[src/rtl/seg_frame_scheduler.sv]
// ============================================================================
// Module  : seg_frame_scheduler
// Purpose : Arbitrates 4-digit frames between a time source and an override
//           source and issues them one digit per refresh tick to the encoder.
// Revision: 1.0
// ============================================================================
`default_nettype none

module seg_frame_scheduler #(
    parameter logic [3:0] BLANK_CODE = 4'd10,
    parameter int         NUM_DIGITS = 4,
    localparam int        DIGIT_W    = (NUM_DIGITS > 1) ? $clog2(NUM_DIGITS) : 1,
    localparam int        FRAME_W    = 4 * NUM_DIGITS
) (
    input  logic               clk,
    input  logic               reset,
    input  logic               tick_i,
    input  logic               a_valid_i,
    input  logic [FRAME_W-1:0] a_frame_i,
    input  logic               a_colon_i,
    input  logic               b_valid_i,
    input  logic [FRAME_W-1:0] b_frame_i,
    input  logic               b_colon_i,
    output logic               b_ack_o,
    input  logic [1:0]         bright_i,
    input  logic               sh_ready_i,
    output logic               sh_start_o,
    output logic [3:0]         disp_o,
    output logic [DIGIT_W-1:0] digit_o,
    output logic               colon_o,
    output logic               frame_src_o
);

    typedef enum logic [2:0] {
        S_IDLE  = 3'd0,
        S_LOAD  = 3'd1,
        S_ISSUE = 3'd2,
        S_GAP   = 3'd3,
        S_WAIT  = 3'd4,
        S_HOLD  = 3'd5
    } state_t;

    localparam logic [FRAME_W-1:0] BLANK_FRAME = {NUM_DIGITS{BLANK_CODE}};
    localparam logic [DIGIT_W-1:0] LAST_DIGIT  = DIGIT_W'(NUM_DIGITS - 1);

    state_t               state_q,     state_d;
    logic                 tick_pend_q, tick_pend_d;
    logic [1:0]           frame_cnt_q, frame_cnt_d;
    logic [DIGIT_W-1:0]   digit_q,     digit_d;
    logic [FRAME_W-1:0]   frame_q,     frame_d;
    logic                 colon_q,     colon_d;
    logic                 src_q,       src_d;
    logic [3:0]           disp_q,      disp_d;
    logic [DIGIT_W-1:0]   digit_out_q, digit_out_d;
    logic                 colon_out_q, colon_out_d;
    logic                 tick_seen;
    logic                 b_ack;

    // Digit 0 lives in the most significant nibble of the frame.
    function automatic logic [3:0] digit_of(input logic [FRAME_W-1:0] f,
                                            input logic [DIGIT_W-1:0] idx);
        logic [3:0] r;
        r = BLANK_CODE;
        for (int i = 0; i < NUM_DIGITS; i++) begin
            if (DIGIT_W'(i) == idx) begin
                r = f[(NUM_DIGITS-1-i)*4 +: 4];
            end
        end
        return r;
    endfunction

    always_ff @(posedge clk) begin
        if (reset) begin
            state_q     <= S_IDLE;
            tick_pend_q <= 1'b0;
            frame_cnt_q <= 2'd0;
            digit_q     <= '0;
            frame_q     <= '0;
            colon_q     <= 1'b0;
            src_q       <= 1'b0;
            disp_q      <= 4'd0;
            digit_out_q <= '0;
            colon_out_q <= 1'b0;
        end else begin
            state_q     <= state_d;
            tick_pend_q <= tick_pend_d;
            frame_cnt_q <= frame_cnt_d;
            digit_q     <= digit_d;
            frame_q     <= frame_d;
            colon_q     <= colon_d;
            src_q       <= src_d;
            disp_q      <= disp_d;
            digit_out_q <= digit_out_d;
            colon_out_q <= colon_out_d;
        end
    end

    always_comb begin
        state_d     = state_q;
        tick_seen   = tick_pend_q | tick_i;
        tick_pend_d = tick_seen;
        frame_cnt_d = frame_cnt_q;
        digit_d     = digit_q;
        frame_d     = frame_q;
        colon_d     = colon_q;
        src_d       = src_q;
        disp_d      = disp_q;
        digit_out_d = digit_out_q;
        colon_out_d = colon_out_q;
        b_ack       = 1'b0;

        case (state_q)
            S_IDLE: begin
                if (tick_seen) begin
                    state_d = S_LOAD;
                end
            end

            S_LOAD: begin
                if (b_valid_i) begin
                    src_d   = 1'b1;
                    frame_d = b_frame_i;
                    colon_d = b_colon_i;
                end else if (a_valid_i) begin
                    src_d   = 1'b0;
                    frame_d = a_frame_i;
                    colon_d = a_colon_i;
                end else begin
                    src_d   = 1'b0;
                    frame_d = BLANK_FRAME;
                    colon_d = 1'b0;
                end
                // Brightness blanking hides content but keeps the source identity.
                if (frame_cnt_q > bright_i) begin
                    frame_d = BLANK_FRAME;
                    colon_d = 1'b0;
                end
                digit_d     = '0;
                disp_d      = digit_of(frame_d, '0);
                digit_out_d = '0;
                colon_out_d = colon_d;
                state_d     = S_ISSUE;
            end

            S_ISSUE: begin
                if (sh_ready_i) begin
                    tick_pend_d = 1'b0;
                    state_d     = S_GAP;
                end
            end

            S_GAP: begin
                state_d = S_WAIT;
            end

            S_WAIT: begin
                if (sh_ready_i) begin
                    if (digit_q == LAST_DIGIT) begin
                        b_ack       = src_q;
                        frame_cnt_d = frame_cnt_q + 2'd1;
                        state_d     = S_IDLE;
                    end else begin
                        digit_d = digit_q + DIGIT_W'(1);
                        state_d = S_HOLD;
                    end
                end
            end

            S_HOLD: begin
                if (tick_seen) begin
                    disp_d      = digit_of(frame_q, digit_q);
                    digit_out_d = digit_q;
                    colon_out_d = colon_q;
                    state_d     = S_ISSUE;
                end
            end

            default: begin
                state_d = S_IDLE;
            end
        endcase
    end

    assign sh_start_o  = (state_q == S_ISSUE);
    assign b_ack_o     = b_ack;
    assign disp_o      = disp_q;
    assign digit_o     = digit_out_q;
    assign colon_o     = colon_out_q;
    assign frame_src_o = src_q;

endmodule

`default_nettype wire

[config.mk]
export PLATFORM = sky130hd
export DESIGN_NAME = seg_frame_scheduler
export DESIGN_NICKNAME = d
export VERILOG_FILES = /design/src/rtl/seg_frame_scheduler.sv
export SDC_FILE = /design/constraint.sdc
export NUM_CORES = 1
export LEC_CHECK = 0
export ABC_AREA = 1
export CAP_MARGIN = 10
export CORE_AREA = 2 2 82 84
export DETAILED_ROUTE_END_ITERATION = 8
export DIE_AREA = 0 0 84 86
export PLACE_DENSITY = 0.53
export SLEW_MARGIN = 40
export SYNTH_ARGS = -nofsm -noshare
export SYNTH_HDL_FRONTEND = slang
export SYNTH_SLANG_ARGS = --single-unit
[constraint.sdc]
create_clock -name clk -period 1.88 [get_ports clk]
set_input_delay 0.376 -clock clk [delete_from_list [all_inputs] [get_ports clk]]
set_output_delay 0.376 -clock clk [all_outputs]
set_load 0.02 [all_outputs]
# Word-level counts from Yosys, hierarchy flattened
# Index checks and enable logic that the tools add are counted.
[totals]
register_bits = 33
output_inout_bits = 10
input_bits = 42
elab_cells = 67
[classes]
addsub = 2
n_bitwise = 1
n_mux = 31
n_lt_le_gt_ge = 1
reduce_logical = 8
n_eq_ne = 14
[ops]
columns = ["cell", "count"]
rows = [
  ["two-way mux 16 bit", 3],
  ["two-way mux 4 bit", 5],
  ["case mux 3 bit (6 select lines)", 1],
  ["two-way mux 3 bit", 5],
  ["two-way mux 1 bit", 10],
  ["inequality test 2 bit (second input constant)", 5],
  ["case mux 2 bit (2 select lines)", 2],
  ["case mux 4 bit (2 select lines)", 1],
  ["== test 3 x 2 -> 1 bit (second input constant)", 2],
  ["== test 3 bit (second input constant)", 2],
  ["two-way mux 2 bit", 3],
  ["AND reduction 3 bit", 2],
  ["adder 2 x 1 -> 2 bit (second input constant)", 2],
  ["== test 2 bit (first input constant)", 2],
  ["AND reduction 4 bit", 1],
  ["nonzero test 2 bit", 2],
  ["== test 3 x 1 -> 1 bit (second input constant)", 1],
  ["logical NOT 3 bit", 1],
  ["== test 1 x 2 -> 1 bit (first input constant)", 1],
  ["== test 2 bit (second input constant)", 1],
  ["greater-than comparator 2 bit", 1],
  ["logical NOT 2 bit", 1],
  ["case mux 1 bit (2 select lines)", 1],
  ["AND reduction 2 bit", 1],
  ["OR 1 bit", 1],
]

# Longest topological paths before layout
# Gate-level depths: netlist (run 1).
[logic_depth]
word_depth = 7
mapped_depth = 11
ltp_nobuf = 11

# Worst setup path after synthesis (run 1)
# No wires, ideal clock.
[synth_path]
path_kind = "register -> output"
start = "register state_q[2]"
end = "output port b_ack_o"
required_ps = 1504
setup_slack_ps = 385
path_stages_with_launch = 5
path_buffers = 0
arrival_ps = 1119
cell_sequence = "dfxtp_1 inv_2 nor2_4 nand3_1 nor2_1"
[synth_via]
elab_chain_cells = 2
[synth_rtl]
columns = ["element", "line_no", "rtl"]
rows = [
  ["from (decl)", "46", "state_t state_q, state_d;"],
  ["from (signal assigned)", "85", "state_q <= state_d;"],
  ["== test 3 bit", "112", "case (state_q)"],
  ["two-way mux 1 bit", "112", ""],
  ["to (decl)", "24", "output logic b_ack_o,"],
]
# No other way between the ends.

# Worst setup path in the final report (run 1)
[layout_path]
start = "register state_q[0]"
end = "output port b_ack_o"
# The elaborated chain is that of the path after synthesis.

==> run metrics, run 1 <==
number of H-tree branching levels=2; vias after detailed routing=between 1.5k and 2k; Hold EP=frame_q[4]; total inserted antenna cells=0; Placer Congestion=around 0.83; number of placement rows=29; pin count of the biggest net entering global routing=22; result of the run=completed; DIE AREA=7220 um^2; commonest non-fill, non-tap cell in the layout=sky130_fd_sc_hd__nand2_1; vertical die dimension=~86 um; met3 usage in global routing=0.0250; Min-Delay Startpoint=frame_q[4]; Sinks on Clock Net=33; Critical Path Max Stage Delay=0.34 ns; setup fix buffers added after clock tree synthesis=0; transition time of the tightest slew-check pin=slightly below 0.4 ns; hold_buf cts=0; number of warning messages in the yosys log=0; Post-DP Area=~2500 um^2; worst r2r src=state_q[0]; GRT Overall Usage=0.144; power density of the placed cells=about 1200 nW/um^2; max-cap violations=0; number of placed instances, taps included=between 400 and 500; met2 usage in global routing=0.249; number of iterations in the first detailed-routing pass=4; shortest period the worst path allows=around 1.7 ns; post-cts repair resize count=2; overall overflow remaining after global route=0; Fill cells=700; Top Family by Delay on Critical Path=simple AND/OR/NAND/NOR gates; Post-Synthesis Net Count=roughly 330; Worst Slack Setup Final=~0.19 ns; relative slew slack=0.737; initial antenna violation count=0; final setup vio count=0; placed wire-length estimate=3850 um; overall die width=84 um; setup clock skew after layout=just under 0.01 ns; worst-case reg-to-reg path depth=8; count of antenna-violating nets left after detailed routing=0; RSZ-0062 raised after global routing=no; Post-Place Setup Slack=-0.169 ns; IO Pins=52; quantity of I/O buffers inserted on ports=51; initial standard-cell utilization of the core=0.293; Max Root-Sink Buffers=2; area growth from synthesis to final layout=43.1%; nature of the critical path endpoint=output pin; clock tree from TritonCTS=built; Power, Total=between 3 and 4 mW; drt drc=0; startpoint class of the critical path=register; ratio of cells with drive above 1 in the final layout=0.0948; number of different library cells in the post-synthesis netlist=23; cell-by-cell trace of the critical path=inv_1 > nand2_1 > nor2_4 > nand3_1 > nor2_1 > clkbuf_2; count of mapped cells out of synthesis=roughly 280; core area=6280 um^2; drt total wl=approximately 5000 um; final core utilization=0.419; iteration-0 DRC count of the detailed router=56; average via count per standard cell=approximately 4.5; sequential fraction of the synthesis area=0.359; maximum vdd ir drop=about 0.00060 V; Reg2Reg Capture Point=frame_q[11]; Achievable Freq=about 600 MHz; DR WL/cell=11.7 um; largest fanout on the critical path=3; Worst Path Class, Setup=reg2out; Pins Over Slew Limit=0; Mapped Avg Cell Area=6.55 um^2; static leakage=1.21 nW; CP bufs+invs=2; Final Hold Violating Endpoints=0; number of global-route vias before repair=about 1.7k; data required time of the worst path=1.50 ns; register clock-pin slew on the reported worst setup and hold paths=0.07 ns; data arrival time of the critical path=about 1.3 ns; final cycle utilization of the critical path=0.898; peak-usage layer in the global routing report=met2; Design Area, Final=~2600 um^2; netlist area before placement=1840 um^2; global-route wire length before repair=slightly above 8000 um; Critical path origin=state_q[0]; Critical Path Slowest Stage Cell=sky130_fd_sc_hd__dfxtp_1; routing usage on met1=0.181; Worst-Skew Late Latency=slightly below 0.3 ns; Hold WC Path Type=reg2reg; total CTS buffers=5; number of instances on the worst hold path=2; buffer type at the clock tree root=sky130_fd_sc_hd__clkbuf_8; worst setup slack for register-to-register paths=around 0.38 ns; final standard cell count with taps included and fillers excluded=roughly 430; register bit count reported by yosys=33; top library cells by usage in the layout, fill and taps aside=sky130_fd_sc_hd__nand2_1, sky130_fd_sc_hd__clkdlybuf4s50_1, sky130_fd_sc_hd__inv_1; total number of nets in the final design=395
[per-stage QoR]
stage          hold WS (ns)  TNS, ns
6_report              0.468        0
5_1_grt               0.496        0
4_1_cts               0.474        0
3_5_place_dp          0.462    -1.14
3_3_place_gp          0.459   -0.751
2_1_floorplan         0.438        0
[layer usage]
| layer | routed length (um) | vias to the layer above |
|---|---|---|
| met4 | 86 | 0 |
| li1 | - | 1039 |
| met3 | 226 | 7 |
| met2 | 2360 | 47 |
| met5 | 0 | - |
| met1 | 2310 | 824 |
[cell usage after synthesis, drive strengths merged]
cell type / n / area, um^2
o22ai: 7 / 43.8
nand3: 22 / 110
a21oi: 29 / 156
nand2: 83 / 314
clkbuf: 4 / 15.0
nand3b: 2 / 15.0
dfxtp: 33 / 661
o21ai: 18 / 93.8
ha: 6 / 75.1
nor2: 25 / 104
buf: 5 / 37.5
clkinv: 2 / 7.51
inv: 37 / 141
o211ai: 8 / 65.1
[power by group]
part | switching, mW | internal (mW) | total, mW | leakage, nW
combinational | 0.784 | 0.567 | 1.35 | 0.878
sequential | 0.134 | 0.926 | 1.06 | 0.271
clock | 0.266 | 0.432 | 0.698 | 0.0585
total | 1.18 | 1.93 | 3.11 | 1.21
[worst min-delay path: cells and delay by family, from the launching register on]
kind	cells	cell delay, ns
AO/OA/AOI/OAI	1	0.06
AND/OR/NAND/NOR	1	0.06
flip-flops	1	0.31
[state kept, by name (all words and copies together), names as in the netlist]
name and flops:
colon_o 1, colon_q 1, frame_cnt_q 2, digit_o 2
digit_q 2, frame_src_o 1, state_q 3, disp_o 4
frame_q 16, tick_pend_q 1
[layout make-up]
class / count / area (um^2) / area share
clock buffer: 7 / 86.3 / 0.0328
tap: 77 / 96.3 / 0.0366
clock inverter: 1 / 30.0 / 0.0114
inverter: 39 / 149 / 0.0566
multi-input combinational: 200 / 977 / 0.371
timing repair buffer: 68 / 632 / 0.240
sequential: 33 / 661 / 0.251
[cell families after synthesis]
family | synth area share
fa+ha+maj | 0.0408
buf+inv | 0.110
compound gates | 0.195
simple gates | 0.295
flops | 0.359
[worst max path at each step]
stage	slack, ns	cells after the start	endpoint
after floorplan	0.39	4	b_ack_o
after global placement	-0.14	4	b_ack_o
after global routing	0.03	10	disp_o[0]
after CTS	0.02	6	b_ack_o
after detailed placement	-0.17	4	b_ack_o
final	0.19	6	b_ack_o
Note: power is estimated with default switching activity, not from simulation.
==> run 2, diff against run 1 <==
==> constraint.sdc (replaced) <==
create_clock -name clk -period 1.7 [get_ports clk]
set_input_delay 0.34 -clock clk [delete_from_list [all_inputs] [get_ports clk]]
set_output_delay 0.34 -clock clk [all_outputs]
set_load 0.02 [all_outputs]
==> run 2 against run 1 <==
Net effect:
- worst setup slack worse by 0.089 ns
- global-route usage is 0.39 points higher
- non-clock buffer count is 13 higher
- register-to-register slack worse by 0.19 ns
- cell count is 3.1% higher
- sequential share of layout area is 1.2 points lower
- largest power group unchanged
- power is 17% higher
==> run metrics, run 2 (synthesis results as in run 1) <==
global-route wire length before repair=approximately 8600 um; nature of the critical path endpoint=register; Max Root-Sink Buffers=2; power density of the placed cells=1320 nW/um^2; initial antenna violation count=0; Final Hold Violating Endpoints=0; shortest period the worst path allows=about 1.6 ns; Worst-Skew Late Latency=between 0.2 and 0.3 ns; hold_buf cts=0; Placer Congestion=approximately 0.83; Critical Path Max Stage Delay=0.45 ns; IO Pins=52; clock tree from TritonCTS=built; max-cap violations=0; placed wire-length estimate=~4000 um; register clock-pin slew on the reported worst setup and hold paths=~0.070 ns; Power, Total=3.65 mW; quantity of I/O buffers inserted on ports=51; total CTS buffers=5; setup clock skew after layout=0.00719 ns; Total Neg Setup Slack=0 ns; result of the run=completed; Critical path origin=bright_i[1]; DR WL/cell=~12 um; Reg2Reg Capture Point=frame_q[7]; relative slew slack=0.835; count of antenna-violating nets left after detailed routing=0; drt total wl=between 5000 and 6000 um; vertical die dimension=about 86 um; Achievable Freq=approximately 630 MHz; initial standard-cell utilization of the core=0.293; number of iterations in the first detailed-routing pass=6; final cycle utilization of the critical path=0.940; GRT Overall Usage=0.148; worst r2r src=state_q[0]; Largest Register=frame_q; final setup vio count=0; CP bufs+invs=4; drt drc=0; number of instances on the worst hold path=2; Fill cells=around 680; Hold EP=frame_q[6]; Final Hold Slack=approximately 0.47 ns; Critical Path Slowest Stage Cell=sky130_fd_sc_hd__clkdlybuf4s50_1; Post-Place Setup Slack=-0.273 ns; static leakage=around 1.3 nW; cell-by-cell trace of the critical path=clkdlybuf4s50_1 > inv_1 > ha_4 > nand2_1 > nand2_2 > a21oi_4 > buf_4 > nand2_1 > o211ai_2 > inv_1; startpoint class of the critical path=input pin; max FFs per register=16; area growth from synthesis to final layout=49.9%; total number of nets in the final design=approximately 400; Top Family by Delay on Critical Path=buffers and inverters; Sinks on Clock Net=33; vias after detailed routing=between 1.5k and 2k; number of placement rows=29; largest fanout on the critical path=6; worst setup slack for register-to-register paths=0.19 ns; RSZ-0062 raised after global routing=no; pin count of the biggest net entering global routing=22; average via count per standard cell=~4.5; overall die width=between 80 and 90 um; Worst Slack Setup Final=approximately 0.1 ns; Worst Path Class, Setup=in2reg; ratio of cells with drive above 1 in the final layout=0.141; data required time of the worst path=around 1.9 ns; maximum vdd ir drop=slightly below 0.0009 V; number of global-route vias before repair=1882; total inserted antenna cells=0; top library cells by usage in the layout, fill and taps aside=sky130_fd_sc_hd__nand2_1, sky130_fd_sc_hd__clkdlybuf4s50_1, sky130_fd_sc_hd__inv_1; worst-case reg-to-reg path depth=9; Hold WC Path Type=reg2reg; Pins Over Slew Limit=0; core area=6280 um^2; Min-Delay Startpoint=frame_q[6]; transition time of the tightest slew-check pin=0.247 ns; DIE AREA=7220 um^2; iteration-0 DRC count of the detailed router=110; data arrival time of the critical path=between 1.5 and 2 ns; number of H-tree branching levels=2; commonest non-fill, non-tap cell in the layout=sky130_fd_sc_hd__nand2_1; buffer type at the clock tree root=sky130_fd_sc_hd__clkbuf_8; overall overflow remaining after global route=0
run 2: area by class of cell:
class,instances,area (um^2),area share
clock buffer,7,86.3,0.0313
clock inverter,1,30.0,0.0109
inverter,39,149,0.0540
multi-input combinational,200,1010,0.365
sequential,33,661,0.240
tap,77,96.3,0.0349
timing repair buffer,81,729,0.265
run 2: power by group:
group          switching, mW  total [mW]  internal (mW)
registers              0.132        1.16           1.02
clock network          0.285       0.763          0.478
logic                  0.950        1.73          0.778
total                   1.37        3.65           2.28
run 2: how the worst max path moves through the flow:
stage	endpoint	slack [ns]	cells past startpoint
6_report	frame_q[7]	0.10	10
5_1_grt	frame_q[3]	0.005	10
4_1_cts	b_ack_o	0.02	6
3_5_place_dp	b_ack_o	-0.27	4
3_3_place_gp	b_ack_o	-0.24	4
2_1_floorplan	state_q[2]	0.23	8
run 2: per-stage QoR:
stage | cell area, um^2 | instances | utilization
2_1_floorplan | 1840 | 281 | -
3_3_place_gp | 2600 | 427 | 0.414
3_5_place_dp | 2600 | 427 | 0.414
4_1_cts | 2710 | 435 | 0.432
5_1_grt | 2760 | 438 | 0.439
6_report | 2760 | 438 | 0.439
run 2: what timing repair did:
item,4_1_cts,5_1_grt
cloned,0,1
pin swaps,0,1
gates resized for setup,4,11
setup endpoints to repair,2,21
buffers inserted,0,2
run 2: metal layers:
metal  wire length (um)  GRT usage
met2               2490      0.256
met4                159     0.0674
met1               2420      0.182
met5                  0          0
met3                215     0.0241
run 2: worst min-delay path, cell delays in order, from the launching register on:
cell and delay (ns):
sky130_fd_sc_hd__dfxtp_1 0.31, sky130_fd_sc_hd__nand2_1 0.06, sky130_fd_sc_hd__a21oi_1 0.05
==> run 3, diff against run 2 <==
--- a/config.mk
+++ b/config.mk
@@ -11,6 +11,7 @@
 export DETAILED_ROUTE_END_ITERATION = 8
 export DIE_AREA = 0 0 84 86
 export PLACE_DENSITY = 0.53
+export SETUP_SLACK_MARGIN = 0.5
 export SLEW_MARGIN = 40
 export SYNTH_ARGS = -nofsm -noshare
 export SYNTH_HDL_FRONTEND = slang
==> run 3 against run 2 <==
Net effect:
- clock skew shrank 0.0026 ns
- register-to-register slack got worse by 0.03 ns
- via count rose by 7.9%
- utilization grew 8.8 points
- combinational power is 51% higher
- flip-flop and latch count stayed put
- worst setup slack improved by 0.060 ns
- first-iteration DRC count shrank 12%
- cell area rose by 20%
- critical endpoint is now b_ack_o
- largest cell class unchanged
- largest power group unchanged
==> run metrics, run 3 (synthesis results as in run 1) <==
result of the run=completed; nature of the critical path endpoint=output pin; placed wire-length estimate=about 4000 um; register clock-pin slew on the reported worst setup and hold paths=around 0.07 ns; total inserted antenna cells=0; Final Hold Slack=approximately 0.47 ns; count of antenna-violating nets left after detailed routing=0; cell repeated most along the worst path=sky130_fd_sc_hd__nor2_4; startpoint class of the critical path=register; Critical path origin=state_q[0]; highest layer used for signal routing=met4; Worst-Skew Late Latency=roughly 0.3 ns; DR WL/cell=around 13 um; GRT Overall Usage=0.160; max FFs per register=16; number of H-tree branching levels=2; static leakage=roughly 1.5 nW; Fill cells=about 610; Placer Congestion=slightly below 0.8; overall die width=84 um; Hold WC Path Type=reg2reg; Crit path depth=6; initial standard-cell utilization of the core=0.293; clock tree from TritonCTS=built; initial antenna violation count=0; area growth from synthesis to final layout=79.9%; data arrival time of the critical path=~1.2 ns; vias after detailed routing=2140; commonest non-fill, non-tap cell in the layout=sky130_fd_sc_hd__nand2_1; Worst Path Class, Setup=reg2out; global-route wire length before repair=between 9000 and 10000 um; Top Family by Delay on Critical Path=simple AND/OR/NAND/NOR gates; Sinks on Clock Net=33; Achievable Freq=approximately 650 MHz; number of global-route vias before repair=2085; number of placed instances, taps included=between 400 and 500; pin count of the biggest net entering global routing=22; iteration-0 DRC count of the detailed router=just under 100; drt total wl=about 5900 um; buffer type at the clock tree root=sky130_fd_sc_hd__clkbuf_8; relative slew slack=0.837; transition time of the tightest slew-check pin=about 0.24 ns; met2 WL post-DR=between 2000 and 3000 um; routed wire length on met3=between 200 and 300 um; setup clock skew after layout=roughly 0.0045 ns; CP bufs+invs=2; average via count per standard cell=around 4.7; RSZ-0062 raised after global routing=yes; worst r2r src=state_q[0]; Pins Over Slew Limit=0; total number of nets in the final design=between 400 and 500; quantity of I/O buffers inserted on ports=51; top library cells by usage in the layout, fill and taps aside=sky130_fd_sc_hd__nand2_1, sky130_fd_sc_hd__clkdlybuf4s50_1, sky130_fd_sc_hd__dfxtp_1; final core utilization=0.527; Critical Path Slowest Stage Cell=sky130_fd_sc_hd__dfxtp_2; overall overflow remaining after global route=0; termination of the worst setup path=b_ack_o; Critical Path Max Stage Delay=about 0.33 ns; data required time of the worst path=~1.4 ns; worst setup slack for register-to-register paths=about 0.16 ns; total CTS buffers=5; maximum vdd ir drop=around 0.00063 V; max-cap violations=0; final cycle utilization of the critical path=0.905; ratio of cells with drive above 1 in the final layout=0.411; final setup vio count=0; Min-Delay Startpoint=disp_o[2]; final standard cell count with taps included and fillers excluded=between 400 and 500; largest fanout on the critical path=4; Largest Register=frame_q; Worst Slack Setup Final=approximately 0.16 ns; power density of the placed cells=~1300 nW/um^2; Max Root-Sink Buffers=2; Final Hold Violating Endpoints=0; drt drc=0; number of placement rows=29; IO Pins=52; core area=between 6000 and 7000 um^2; Reg2Reg Capture Point=state_q[1]; wl on met1=between 2000 and 3000 um; shortest period the worst path allows=1.54 ns; cell-by-cell trace of the critical path=inv_2 > nand2_4 > nor2_4 > nand3_4 > nor2_4 > buf_6; worst-case reg-to-reg path depth=12; number of iterations in the first detailed-routing pass=5; Post-Place Setup Slack=-0.356 ns; DIE AREA=between 7000 and 8000 um^2; vertical die dimension=between 80 and 90 um
==> run 3: changes by cell type in the layout (fill, tap and decap cells not counted), moves of 8 or more <==
| cell | delta |
|---|---|
| sky130_fd_sc_hd__nand2_1 | -19 |
| sky130_fd_sc_hd__a21oi_1 | -17 |
| sky130_fd_sc_hd__a21oi_2 | +17 |
| sky130_fd_sc_hd__buf_6 | +16 |
| sky130_fd_sc_hd__clkdlybuf4s50_1 | -13 |
| sky130_fd_sc_hd__nand2_4 | +12 |
| sky130_fd_sc_hd__inv_1 | -11 |
| sky130_fd_sc_hd__nor2_1 | -8 |
==> run 3: area by class of cell <==
type	count	area [um^2]	area share
Timing Repair inverter	1	6.26	0.00189
Multi-Input combinational cell	200	1340	0.405
Clock buffer	6	72.6	0.0219
Sequential cell	33	674	0.204
Inverter	39	184	0.0556
Tap cell	77	96.3	0.0291
Timing Repair Buffer	96	926	0.280
Clock inverter	2	10.0	0.00303
==> run 3: worst reg2reg max path, cell delays in order, from the launching register on <==
cell and delay [ns]:
sky130_fd_sc_hd__dfxtp_2 0.34, sky130_fd_sc_hd__inv_2 0.05, sky130_fd_sc_hd__buf_6 0.11, sky130_fd_sc_hd__buf_6 0.11
sky130_fd_sc_hd__nor2_4 0.17, sky130_fd_sc_hd__buf_6 0.13, sky130_fd_sc_hd__nand2_4 0.06, sky130_fd_sc_hd__o21ai_2 0.07
sky130_fd_sc_hd__nand2_2 0.10, sky130_fd_sc_hd__nand2_4 0.10, sky130_fd_sc_hd__inv_4 0.04, sky130_fd_sc_hd__nor2_2 0.09
sky130_fd_sc_hd__nor2_1 0.06
==> run 3: what timing repair did <==
| action | CTS | global route |
|---|---|---|
| pin swaps | 24 | 24 |
| buffers inserted | 16 | 2 |
| endpoints found under the setup margin | 39 | 33 |
| cloned | 2 | 0 |
| gates resized for setup | 119 | 50 |
| hold buffers | 0 | 0 |
==> run 3: how the worst min path moves through the flow <==
| stage | depth (start not counted) | end | slack (ns) |
|---|---|---|---|
| finish | 2 | disp_o[2] | 0.47 |
| detailed placement | 2 | frame_q[4] | 0.46 |
| floorplan | 1 | frame_q[6] | 0.41 |
| CTS | 2 | frame_q[4] | 0.47 |
| global route | 2 | frame_q[10] | 0.49 |
| global placement | 2 | frame_q[8] | 0.45 |
==> run 3: through the flow <==
step	TNS [ns]	area [um^2]	power [mW]
2_1_floorplan	0	1920	2.27
3_3_place_gp	-3.89	2690	2.93
3_5_place_dp	-4.10	2690	2.93
4_1_cts	0	3140	4.11
5_1_grt	0	3310	4.65
6_report	0	3310	4.38
==> run 3: power by group <==
group          internal, mW  switching [mW]
registers              1.04           0.145
logic                  1.24            1.37
clock network         0.284           0.312
==> run 3: routing by layer <==
metal	vias to the layer above	GRT usage
met5	-	0
met4	0	0.0645
met3	13	0.0375
met2	61	0.278
met1	966	0.190
li1	1100	-
==> patch 1 (settings of run 1) <==
Set the parameter `NUM_DIGITS` to 2 (it was 4).
--- a/src/rtl/seg_frame_scheduler.sv
+++ b/src/rtl/seg_frame_scheduler.sv
@@ -10,3 +10,3 @@
     parameter logic [3:0] BLANK_CODE = 4'd10,
-    parameter int         NUM_DIGITS = 4,
+    parameter int         NUM_DIGITS = 2,
     localparam int        DIGIT_W    = (NUM_DIGITS > 1) ? $clog2(NUM_DIGITS) : 1,
Interface: changed (resized a_frame_i, b_frame_i and digit_o); port bits go from 52 to 35. No check against the original RTL was run, so the function may have changed too.
==> patch 1 against run 1 <==
Final area down 28%. Area after synthesis decreased by 27%. Core utilization decreased by 12 points. First-iteration DRC count is 8.9% higher. Worst setup slack lost 0.097 ns. Total power down 30%. Routed wire length decreased by 36%. Final cell count decreased by 24%. Sequential cell count shrank 10. Largest power group unchanged. Highest routed layer unchanged.
==> patch 1: results (changes against run 1) <==
finish:
  inverters_excl_clock: 27  # was 39
  antenna_cells: 0  # unchanged
  clkCellAreaFrac_pct: 2.571  # was 4.422%
  nFillCells: 720  # was 700
  seq_share_pct: 24.26  # was 25.11%
  multi_input_area_um2: 723.2  # was 977.2 um^2
  largest-register: "frame_q"  # unchanged
  largest_reg_flops: 8  # was 16
  nets: 277  # was 395
  drive_gt1_share_pct: 14.92  # was 9.483%
  layout.nonclk_buf_share_pct: 24.52  # was 24.01%
  signal_buffers: 51  # was 68
  multi_input_cells: 143  # was 200
place:
  place_hpwl_mm: 2.584  # was 3.848 mm
  io_buffers: 34  # was 51
  dp_cells: 320  # was 417
  place.gp.congestion: 0.8183  # was 0.8340
routing:
  wl_per_cell_um: 9.763  # was 11.72 um
  route.met2.wl_mm: 1.373  # was 2.361 mm
  num_vias: 1349  # was 1917
  drt_iter0_markers: 61  # was 56
  met3RoutedLength_um: 94  # was 226 um
  via_per_inst: 4.151  # was 4.511
  drt-met1-wl_mm: 1.666  # was 2.307 mm
hold_path:
  min-delay-path-class: "flop to flop"  # unchanged
  hold_depth: 2  # unchanged
timing:
  slew_headroom_pct: 82.68  # was 73.71%
  finClkSkew_ns: 0.005475  # was 0.009614 ns
critical_path:
  cpPeakStageDelay_ns: 0.49  # was 0.34 ns
  critical_path_peak_fanout: 2  # was 3
  rr_worst_depth: 7  # was 8
  arrival_ns: 1.41  # was 1.31 ns
  worst_path_max_delay_cell: "clkdlybuf4s50_1"  # was dfxtp_1
job:
  cap_viol_max_count: 0  # unchanged
clock_network:
  path_clk_slew_ns: 0.09  # was 0.07 ns
  htreeDepth: 1  # was 2
  clk_path_buf_depth: 2  # unchanged
  clk_latency_ns: 0.27  # was 0.29 ns
  numCtsBuffers: 3  # was 5
global_routing:
  grt_max_degree: 18  # was 22
  grt_use_met1_pct: 12.22  # was 18.15%
  grt.met3_usage_pct: 1.155  # was 2.502%
  grt_usage_pct: 9.399  # was 14.43%
  grt_pass1_wl_mm: 5.637  # was 8.293 mm
  use_met2_pct: 16.00  # was 24.87%
yosys:
  synthTopCellsByArea: "dfxtp_1 (34%), nand2_1 (15%), inv_1 (7.3%)"  # was dfxtp_1 (36%), nand2_1 (17%), a21oi_1 (7.6%)
  synth_fa_ha_area_share_pct: 1.866  # was 4.082%
  syn_inst: 200  # was 281
  yosysWarnings: 0  # unchanged
  synth_seq_area_share_pct: 34.33  # was 35.92%
  ys_types: 23  # unchanged
  synth_commonest_cells: "nand2_1 (54), inv_1 (26), dfxtp_1 (23)"  # was nand2_1 (82), inv_1 (35), dfxtp_1 (33)
  synth-xor-area-share_pct: 0  # unchanged
  synth_seq_cells: 23  # was 33
  syn_nets: 228  # was 329
  synth_compound_area_share_pct: 19.87  # was 19.52%
power_and_ir_drop:
  p_leak_nw: 0.8729  # was 1.207 nW
  ir_worst_vdd_mv: 0.3190  # was 0.6021 mV
run_status:
  status: "finished clean"  # unchanged
## patch 1: cell count changes after synthesis, moves of 5 or more
cell      change
nand2_1      -28
a21oi_1      -13
dfxtp_1      -10
inv_1         -9
nand3_1       -8
o22ai_1       -7
o211ai_1      -6
nor2_1        -5
## patch 1: critical path: cells and delay by family
| kind | cells | cell delay (ns) |
|---|---|---|
| simple gates | 2 | 0.21 |
| buf+inv | 2 | 0.82 |
## patch 1: what timing repair did
action / 4_1_cts / 5_1_grt
hold buffers: 0 / 0
gates resized for setup: 2 / 0
setup buffers: 0 / 1
endpoints found under the setup margin: 2 / 1
gates cloned: 0 / 0
## patch 1: cells by family after synthesis
family                   count (synthesis)
adder cells (fa/ha/maj)                  2
AND/OR/NAND/NOR                         97
buffers and inverters                   34
flip-flops                              23
AO/OA/AOI/OAI                           44
## patch 1: report_power, final
part / total [W] / switching (W) / internal, W / leakage, nW
Sequential: 0.000732 / 0.0000913 / 0.000641 / 0.189
Clock: 0.000313 / 0.000163 / 0.000150 / 0.0217
Combinational: 0.00112 / 0.000644 / 0.000481 / 0.662
Total: 0.00217 / 0.000898 / 0.00127 / 0.873
## patch 1: through the flow
step,area [um^2],hold WS [ns],worst slack (ns)
final,1898,0.4726,0.09417
after global routing,1898,0.4882,0.004126
after CTS,1891,0.4736,0.07595
after detailed placement,1844,0.4596,-0.1967
after global placement,1844,0.4587,-0.1878
after floorplan,1341,0.4387,0.3699
## patch 1: path summary, 6_finish.rpt
kind / startpoint / end / slack (ns)
setup / recovery: sh_ready_i / b_ack_o / 0.09
hold / removal: digit_o / digit_o / 0.47
setup reg to reg: state_q[2] / state_q[2] / 0.47
hold reg to reg: digit_o / digit_o / 0.47
==> patch 2 (flow settings as in run 1) <==
Without the edit above. Put one more register stage on the output `digit_o`, without a reset. The value now appears one clock later. The other outputs are not delayed to match.
--- a/src/rtl/seg_frame_scheduler.sv
+++ b/src/rtl/seg_frame_scheduler.sv
@@ -186,3 +186,5 @@
     assign disp_o      = disp_q;
-    assign digit_o     = digit_out_q;
+    always_ff @(posedge clk) begin
+        digit_o <= digit_out_q;
+    end
     assign colon_o     = colon_out_q;
Formal check against the unedited RTL: not equivalent (a bounded check fails within 10 cycles, from zero or initial values and one cycle with reset high).
==> patch 2 against run 1 <==
Final area increased by 0.81%. Total power decreased by 2.2%. Highest routed layer unchanged. First-iteration DRC count increased by 21%. Routed wire length decreased by 2.0%. Global-route usage about the same. Die area unchanged. Sequential cell count increased by 2. Maximum frequency decreased by 4.2%. Core utilization increased by 0.34 points. Clock skew decreased by 0.0025 ns. Clock power about the same. Area after synthesis decreased by 0.20%. Worst hold slack got worse by 0.12 ns. Worst setup slack got worse by 0.075 ns.
==> patch 2: results (changes against run 1) <==
run_status:
  status: "finished clean"  # unchanged
power_and_ir_drop:
  p_leak_nw: 1.160  # was 1.207 nW
  ir_worst_vdd_mv: 0.5874  # was 0.6021 mV
  p_switching_w: 0.001122  # was 0.001184 W
timing:
  finClkSkew_ns: 0.007105  # was 0.009614 ns
  worst_slew_pin_slew_ns: 0.3400  # was 0.3931 ns
place:
  dp_cells: 399  # was 417
  place.gp.congestion: 0.7797  # was 0.8340
  post-place-ws_ns: -0.1729  # was -0.1694 ns
  place_hpwl_mm: 3.699  # was 3.848 mm
  io_buffers: 51  # unchanged
global_routing:
  grt_max_degree: 19  # was 22
  grt_usage_pct: 14.44  # was 14.43%
  grt_pass1_wl_mm: 8.349  # was 8.293 mm
  antenna_found_initial: 0  # unchanged
  grt_pass1_vias: 1857  # was 1736
routing:
  drt_iter0_markers: 68  # was 56
  met3RoutedLength_um: 228  # was 226 um
  via_per_inst: 4.582  # was 4.511
  drt-met1-wl_mm: 2.337  # was 2.307 mm
  wl_per_cell_um: 11.99  # was 11.72 um
  drt_first_pass_iters: 4  # unchanged
  route.met2.wl_mm: 2.283  # was 2.361 mm
  routed.top_layer: "met4"  # unchanged
yosys:
  yosysWarnings: 0  # unchanged
  synth_flop_cell: "dfxtp_1"  # unchanged
  synthTopCellsByArea: "dfxtp_1 (38%), nand2_1 (13%), inv_1 (6.7%)"  # was dfxtp_1 (36%), nand2_1 (17%), a21oi_1 (7.6%)
  syn_avg_cell_area_um2: 6.979  # was 6.545 um^2
  ys_types: 25  # was 23
  synth_commonest_cells: "nand2_1 (66), dfxtp_1 (35), inv_1 (33)"  # was nand2_1 (82), inv_1 (35), dfxtp_1 (33)
  synth-async-reset-ratio_pct: 0  # unchanged
  synth_seq_area_share_pct: 38.17  # was 35.92%
  syn_nets: 311  # was 329
finish:
  nFillCells: 663  # was 700
  antenna_cells: 0  # unchanged
  drive_gt1_share_pct: 12.42  # was 9.483%
  largest-register: "frame_q"  # unchanged
  instances_no_fill: 407  # was 425
  nets: 377  # was 395
clock_network:
  cts_root_buf: "clkbuf_8"  # unchanged
  post_cts_buffers: 0  # unchanged
  numCtsBuffers: 5  # unchanged
  clk_latency_ns: 0.28
  htreeDepth: 2  # unchanged
  path_clk_slew_ns: 0.08
hold_path:
  min-delay-path-class: "flop to flop"  # unchanged
critical_path:
  worst_path_max_delay_cell: "dfxtp_1"  # unchanged
  arrival_ns: 1.39  # was 1.31 ns
  path_delay_family: "simple AND/OR/NAND/NOR gates"  # unchanged
  critical_path_peak_fanout: 3  # unchanged
==> patch 2: cell type report <==
cell class	count	area [um^2]	share of cell area (%)
Multi-Input combinational cell	185	965.9	36.42
Sequential cell	35	700.7	26.42
Timing Repair Buffer	66	635.6	23.96
Inverter	36	136.4	5.142
Tap cell	77	96.34	3.632
Clock buffer	6	82.58	3.113
Clock inverter	2	35.03	1.321
==> patch 2: routing by layer <==
| metal | global-route usage (%) | up-vias |
|---|---|---|
| li1 | - | 995 |
| met1 | 18.01 | 822 |
| met2 | 25.16 | 44 |
| met3 | 3.561 | 4 |
| met4 | 3.519 | 0 |
| met5 | 0 | - |
==> patch 2: what timing repair did <==
action,CTS,global route
hold endpoints to repair,0,0
hold buffers,0,0
gates resized for setup,4,1
setup endpoints to repair,2,1
==> patch 2: worst paths after layout <==
path	slack, ns	start	endpoint	cells after the start
worst max-delay path	0.12	state_q[0]	b_ack_o	6
worst min-delay path	0.35	digit_out_q[0]	digit_o[0]	0
worst max register to register	0.38	digit_q[0]	disp_o[0]	10
worst min register to register	0.35	digit_out_q[0]	digit_o[0]	0
==> patch 2: cell families after synthesis <==
logic type	synth area share [%]
and+or+nand+nor	26.58
buffers and inverters	9.202
adders and majority gates	4.090
DFF	38.17
AOI/OAI and AO/OA	21.95
==> patch 2: through the flow <==
stage                     instance area (um^2)  hold slack (ns)
final                                     2653           0.3526
after floorplan                           1836           0.3316
after detailed placement                  2535           0.3404
after global placement                    2535           0.3413
after CTS                                 2653           0.3547
after global routing                      2653           0.3608
==> patch 2: power groups by stage <==
stage	Combinational (W)	Sequential [W]	Clock [W]
after detailed placement	0.00129	0.00107	0
after CTS	0.00130	0.00105	0.000719
final	0.00129	0.00106	0.000700
after global routing	0.00145	0.00108	0.000743
after global placement	0.00129	0.00107	0
after floorplan	0.000758	0.00112	0
==> patch 2: worst register-to-register path: cells and delay by family (launching register included) <==
kind | cells | cell delay, ns
flops | 1 | 0.34
fa+ha+maj | 1 | 0.19
simple gates | 5 | 0.38
compound gates | 1 | 0.11
buf+inv | 3 | 0.42
